--- src/rtl/squeeze_stage.sv ---
`default_nettype none
// ============================================================================
//  Module   : squeeze_stage
//  Captures the rate lanes of a permuted Keccak state and streams them out as
//  byte-swapped 64-bit words, requesting further permutations for long outputs.
//  Revision : 1.0
// ============================================================================
module squeeze_stage #(
    parameter int RATE_LANES = 17,
    parameter int LEN_W      = 8
) (
    input  logic              clk,
    input  logic              rst,
    input  logic              start,
    input  logic [LEN_W-1:0]  out_len,
    input  logic [1599:0]     state_in,
    input  logic              state_valid,
    output logic              perm_req,
    output logic [63:0]       out_data,
    output logic              out_valid,
    input  logic              out_ready,
    output logic              out_last,
    output logic              busy
);

    localparam logic [1:0] c_IDLE       = 2'd0;
    localparam logic [1:0] c_WAIT_STATE = 2'd1;
    localparam logic [1:0] c_EMIT       = 2'd2;
    localparam logic [1:0] c_REQ_PERM   = 2'd3;

    localparam int               c_BUF_W     = 64 * RATE_LANES;
    localparam logic [4:0]       c_LAST_LANE = 5'(RATE_LANES - 1);
    localparam logic [LEN_W-1:0] c_ONE       = LEN_W'(1);

    logic [1:0]         r_state;
    logic [LEN_W-1:0]   r_len;
    logic [LEN_W-1:0]   r_word_cnt;
    logic [4:0]         r_lane_idx;
    logic [c_BUF_W-1:0] r_buf;
    logic [63:0]        r_out_data;
    logic               r_out_valid;
    logic               r_out_last;
    logic               r_perm_req;

    logic [4:0]         w_next_lane_idx;
    logic [LEN_W-1:0]   w_next_cnt;
    logic [LEN_W-1:0]   w_len_m1;
    logic [63:0]        w_cur_lane;
    logic [63:0]        w_next_lane;

    // Lane byte 0 lands in the most significant byte of the output word.
    function automatic logic [63:0] f_byteswap(input logic [63:0] w);
        logic [63:0] r;
        r = '0;
        for (int b = 0; b < 8; b++) begin
            r[8*b +: 8] = w[8*(7-b) +: 8];
        end
        return r;
    endfunction

    assign w_next_lane_idx = r_lane_idx + 5'd1;
    assign w_next_cnt      = r_word_cnt + c_ONE;
    assign w_len_m1        = r_len - c_ONE;
    assign w_cur_lane      = r_buf[64*r_lane_idx +: 64];
    assign w_next_lane     = r_buf[64*w_next_lane_idx +: 64];

    // Capacity lanes never leave the sponge.
    generate
        if (RATE_LANES < 25) begin : g_unused_lanes
            logic w_unused_capacity;
            assign w_unused_capacity = ^state_in[1599:c_BUF_W];
        end
    endgenerate

    always_ff @(posedge clk) begin
        if (rst) begin
            r_state     <= c_IDLE;
            r_len       <= '0;
            r_word_cnt  <= '0;
            r_lane_idx  <= '0;
            r_buf       <= '0;
            r_out_data  <= '0;
            r_out_valid <= 1'b0;
            r_out_last  <= 1'b0;
            r_perm_req  <= 1'b0;
        end else begin
            r_perm_req <= 1'b0;
            case (r_state)
                c_IDLE: begin
                    if (start && (out_len != '0)) begin
                        r_len      <= out_len;
                        r_word_cnt <= '0;
                        r_state    <= c_WAIT_STATE;
                    end
                end
                c_WAIT_STATE: begin
                    if (state_valid) begin
                        r_buf      <= state_in[c_BUF_W-1:0];
                        r_lane_idx <= '0;
                        r_state    <= c_EMIT;
                    end
                end
                c_EMIT: begin
                    if (!r_out_valid) begin
                        // First word of a block comes one cycle after capture.
                        r_out_valid <= 1'b1;
                        r_out_data  <= f_byteswap(w_cur_lane);
                        r_out_last  <= (r_word_cnt == w_len_m1);
                    end else if (out_ready) begin
                        r_word_cnt <= w_next_cnt;
                        r_lane_idx <= w_next_lane_idx;
                        if (r_out_last) begin
                            r_out_valid <= 1'b0;
                            r_out_last  <= 1'b0;
                            r_state     <= c_IDLE;
                        end else if (r_lane_idx == c_LAST_LANE) begin
                            r_out_valid <= 1'b0;
                            r_perm_req  <= 1'b1;
                            r_state     <= c_REQ_PERM;
                        end else begin
                            r_out_data <= f_byteswap(w_next_lane);
                            r_out_last <= (w_next_cnt == w_len_m1);
                        end
                    end
                end
                c_REQ_PERM: begin
                    r_state <= c_WAIT_STATE;
                end
                default: begin
                    r_state <= c_IDLE;
                end
            endcase
        end
    end

    assign perm_req  = r_perm_req;
    assign out_data  = r_out_data;
    assign out_valid = r_out_valid;
    assign out_last  = r_out_last;
    assign busy      = (r_state != c_IDLE);

endmodule
`default_nettype wire

--- config.mk ---
export PLATFORM = sky130hd
export DESIGN_NAME = squeeze_stage
export DESIGN_NICKNAME = d
export VERILOG_FILES = /design/src/rtl/squeeze_stage.sv
export SDC_FILE = /design/constraint.sdc
export NUM_CORES = 2
export LEC_CHECK = 0
export ABC_AREA = 1
export ABC_CLOCK_PERIOD_IN_PS = 2900
export CORE_AREA = 2 2 653 655
export CTS_CLUSTER_SIZE = 40
export DETAILED_ROUTE_END_ITERATION = 8
export DIE_AREA = 0 0 655 657
export SYNTH_ARGS = -nofsm -noshare
export SYNTH_HDL_FRONTEND = slang
export SYNTH_SLANG_ARGS = --single-unit
--- constraint.sdc ---
create_clock -name clk -period 2.9 [get_ports clk]
set_input_delay 0.87 -clock clk [delete_from_list [all_inputs] [get_ports clk]]
set_output_delay 0.87 -clock clk [all_outputs]
set_load 0.05 [all_outputs]
==> impl_results.md <==
* Synth Area in XOR/XNOR at 0.001026
* Via count at 75,952
* GPL Wtd Cong at 0.9386
* Layout Area Growth over Synthesis at 40.13%
* Gr ovfl total at 0
* Post-route setup TNS at 0 ns
* PD cells at around 800 mW/mm^2
* Pleak at 0.03654 uW
* Number of global-route vias before repair at 66,412
* Routed WL per cell at between 20 and 25 microns
* Hold Path Class: register to register
* CTS tree: done
* Fmax at 352.1 MHz
* Die area at 0.4303 sq mm
* DR iter-0 viols at ~9,200
* Row count at about 240
* Synth Cell Area at 0.06463 sq mm
* Reg2Reg Depth at 11
* Most common cell after layout, fill and taps aside: nand2_1
* Adder-Cell Fraction of Synth Area at 0.001355
* Main combinational cell family by area after synthesis: simple AND/OR/NAND/NOR gates
* CP Max Fanout at 111
* Max Clock Skew at around 0.061 ns
* Minimum period implied by the final worst setup slack at roughly 2.8 ns
* H-tree depth at 4
* Hold Path Stages at 2
* Least-Margin Pin Slew at 1.375 ns
* R2r setup slk at just under 0.06 ns
* Initial antenna violation count at 296
* Crit start category: register
* Fin area at between 0.09 and 0.1 sq mm
* Critical path arrival at 3.63 ns
* Hold_sp: r_buf[1055]
* Seq/Total Area, Yosys at 0.3649
* Hold endpoint: r_buf[1055]
* Slew HR at 0.08330
* Status: finished, violations left
* Final wirelength at 425.5 mm
* Crit Path Category: register to register
* Drt pass-1 iters at 9
* Routed vias/inst at 4.406
* Simple-Gate Fraction of Synth Area at 0.2776
* Clk sinks at roughly 1,200
* Final setup viols at 0
* Max-cap viol count at 0
* Syn_area_per_cell at 6.260 sq um
* Root buffer cell: clkbuf_16
* Violated checks: DRC
* Drt drc at 2
* Mapped Cells at roughly 10,000
* First-pass GRT wire length at between 500 and 600 mm
* VDD IR max at 0.5090 mV
* Crit end category: register
* Mux cell area share after synthesis at 0
* FF+latch count, synth at ~1,200
* Clock slew at reported path FFs at approximately 0.060 ns
* Final period util at 0.9794
* # port buffers at about 1,200
* Area after DPL at 0.08488 sq mm
* Total GRT Usage at 0.1865
* R2r endpoint: out_data[53]
* Yosys cell types at 31
* Syn_nets at 11,944
* Worst r2r src: r_lane_idx[1]
* Initial Utilization at 0.1528
* Core Region at between 0.4 and 0.5 sq mm
* Number of CTS-inserted buffers at approximately 150
* RSZ-0062 raised after global routing: false
* CP required at 3.69 ns
* Layout cells sized above 1 at 0.06586
* Worst-skew pair later-pin latency at 0.86 ns
* Fin. Hold Viols at 0
* Most frequent cells in the layout: nand2_1, inv_1, nand3_1, o21ai_0, dfxtp_1
* # hold bufs at CTS at 0
* Die W at 655 microns
* Synth Area in Compound Gates at 0.2168
* Final slew viol count at 0
* Clk buf depth at 4
* Remaining antenna violation count at 0
* IO Count at 1,681
* Largest net degree at the start of global routing at 162
* Die Ht at 657 microns
* DP HPWL at 339.2 mm
* Synth warn at 0
* Final nets at 12,852
[worst max-delay path by stage]
| stage | slack, ns | start | depth (start not counted) | endpoint |
|---|---|---|---|---|
| floorplan | 0.51 | r_lane_idx[0] | 18 | out_data[25] |
| global placement | 0.05 | state_valid | 6 | r_buf[46] |
| detailed placement | 0.04 | r_lane_idx[0] | 12 | out_data[52] |
| CTS | 0.04 | r_state[1] | 4 | busy |
| global route | 0.008 | r_lane_idx[0] | 11 | out_data[44] |
| finish | 0.06 | r_lane_idx[1] | 11 | out_data[53] |
[cells in the mapped netlist]
master / number / share of area
nand2_1: 2867 / 0.17
o211a_1: 1 / 0.00015
a211oi_1: 1 / 0.00012
o21ai_1: 27 / 0.0021
inv_2: 4 / 0.00023
a21oi_2: 3 / 0.00041
inv_1: 1317 / 0.076
nor2_1: 37 / 0.0021
nand2_4: 1 / 0.00017
nand3_1: 1303 / 0.10
nor2_4: 2 / 0.00035
o211ai_1: 258 / 0.030
xnor2_1: 2 / 0.00027
dfxtp_1: 1178 / 0.36
buf_1: 38 / 0.0022
clkbuf_1: 428 / 0.025
nand4_4: 1 / 0.00033
ha_1: 7 / 0.0014
buf_4: 40 / 0.0046
nor3_1: 3 / 0.00023
nand3_2: 1 / 0.00015
a221oi_1: 1 / 0.00014
clkinv_1: 1 / 0.000058
o21ai_0: 1204 / 0.093
clkinv_2: 1 / 0.000077
nand4_1: 68 / 0.0066
buf_6: 24 / 0.0042
a21oi_1: 1171 / 0.091
xor2_2: 3 / 0.00076
nor2_2: 2 / 0.00019
buf_2: 330 / 0.026
[metrics by stage]
| step | utilization | setup WS (ns) | cells | total power, uW | hold slack, ns |
|---|---|---|---|---|---|
| floorplan | - | 0.5122 | 10324 | 38760 | 0.4380 |
| global placement | 0.2007 | 0.05349 | 16735 | 52580 | 0.4504 |
| detailed placement | 0.2007 | 0.03926 | 16735 | 52930 | 0.4552 |
| CTS | 0.2125 | 0.04099 | 17002 | 72810 | 0.4647 |
| global route | 0.2138 | 0.008448 | 17173 | 76900 | 0.4782 |
| finish | 0.2142 | 0.05966 | 17239 | 72720 | 0.4615 |
[report_power, final]
group          internal (uW)  leakage, uW  switching [uW]
clock                  11300      0.00244            8540
combinational          10600       0.0245           20800
sequential             20200      0.00963            1410
[final cells by class]
cell class,count,area (sq um)
fillers,47828,332300
inverters,1323,5004
clock buffers,213,4328
diodes,233,583.1
multi-input cells,6963,32180
well taps,5663,7086
repair buffers,1612,17080
clock inverters,54,698.2
flip-flops and latches,1178,23600
[repair_timing]
| item | 4_1_cts | 5_1_grt |
|---|---|---|
| setup endpoints to repair | 31 | 10 |
| gates cloned | 0 | 2 |
| setup buffers | 0 | 2 |
| pin swaps | 0 | 1 |
| gates resized for setup | 33 | 4 |
[layer usage]
| layer | GRT usage | vias to the layer above | part of all wire |
|---|---|---|---|
| li1 | - | 35528 | - |
| met1 | 0.2414 | 35615 | 0.41 |
| met2 | 0.2663 | 3860 | 0.42 |
| met3 | 0.04813 | 849 | 0.096 |
| met4 | 0.1335 | 100 | 0.067 |
| met5 | 0 | - | 0.0016 |
[flip-flops by register name (all words and copies together), names as in the netlist]
| signal | cells |
|---|---|
| r_buf | 1088 |
| out_data | 64 |
| r_len | 8 |
| r_word_cnt | 8 |
| r_lane_idx | 5 |
| r_state | 2 |
| out_last | 1 |
| out_valid | 1 |
| perm_req | 1 |
[worst max-delay path, stage by stage (launching register included)]
cell,delay [ns]
dfxtp_4,0.40
inv_8,0.11
buf_12,0.29
o211ai_1,0.22
nand3_1,0.18
nand3_1,0.27
buf_4,0.29
nand2_1,0.06
nand2_1,0.06
nand2_1,0.09
nand2_1,0.06
a21oi_1,0.11
[kinds of logic after synthesis]
logic type,Yosys count
and+or+nand+nor,4285
AOI/OAI and AO/OA,2666
buffers and inverters,2183
DFF,1178
adders and majority gates,7
xor gates and xnor gates,5
Power figures use the tool's default switching activity.
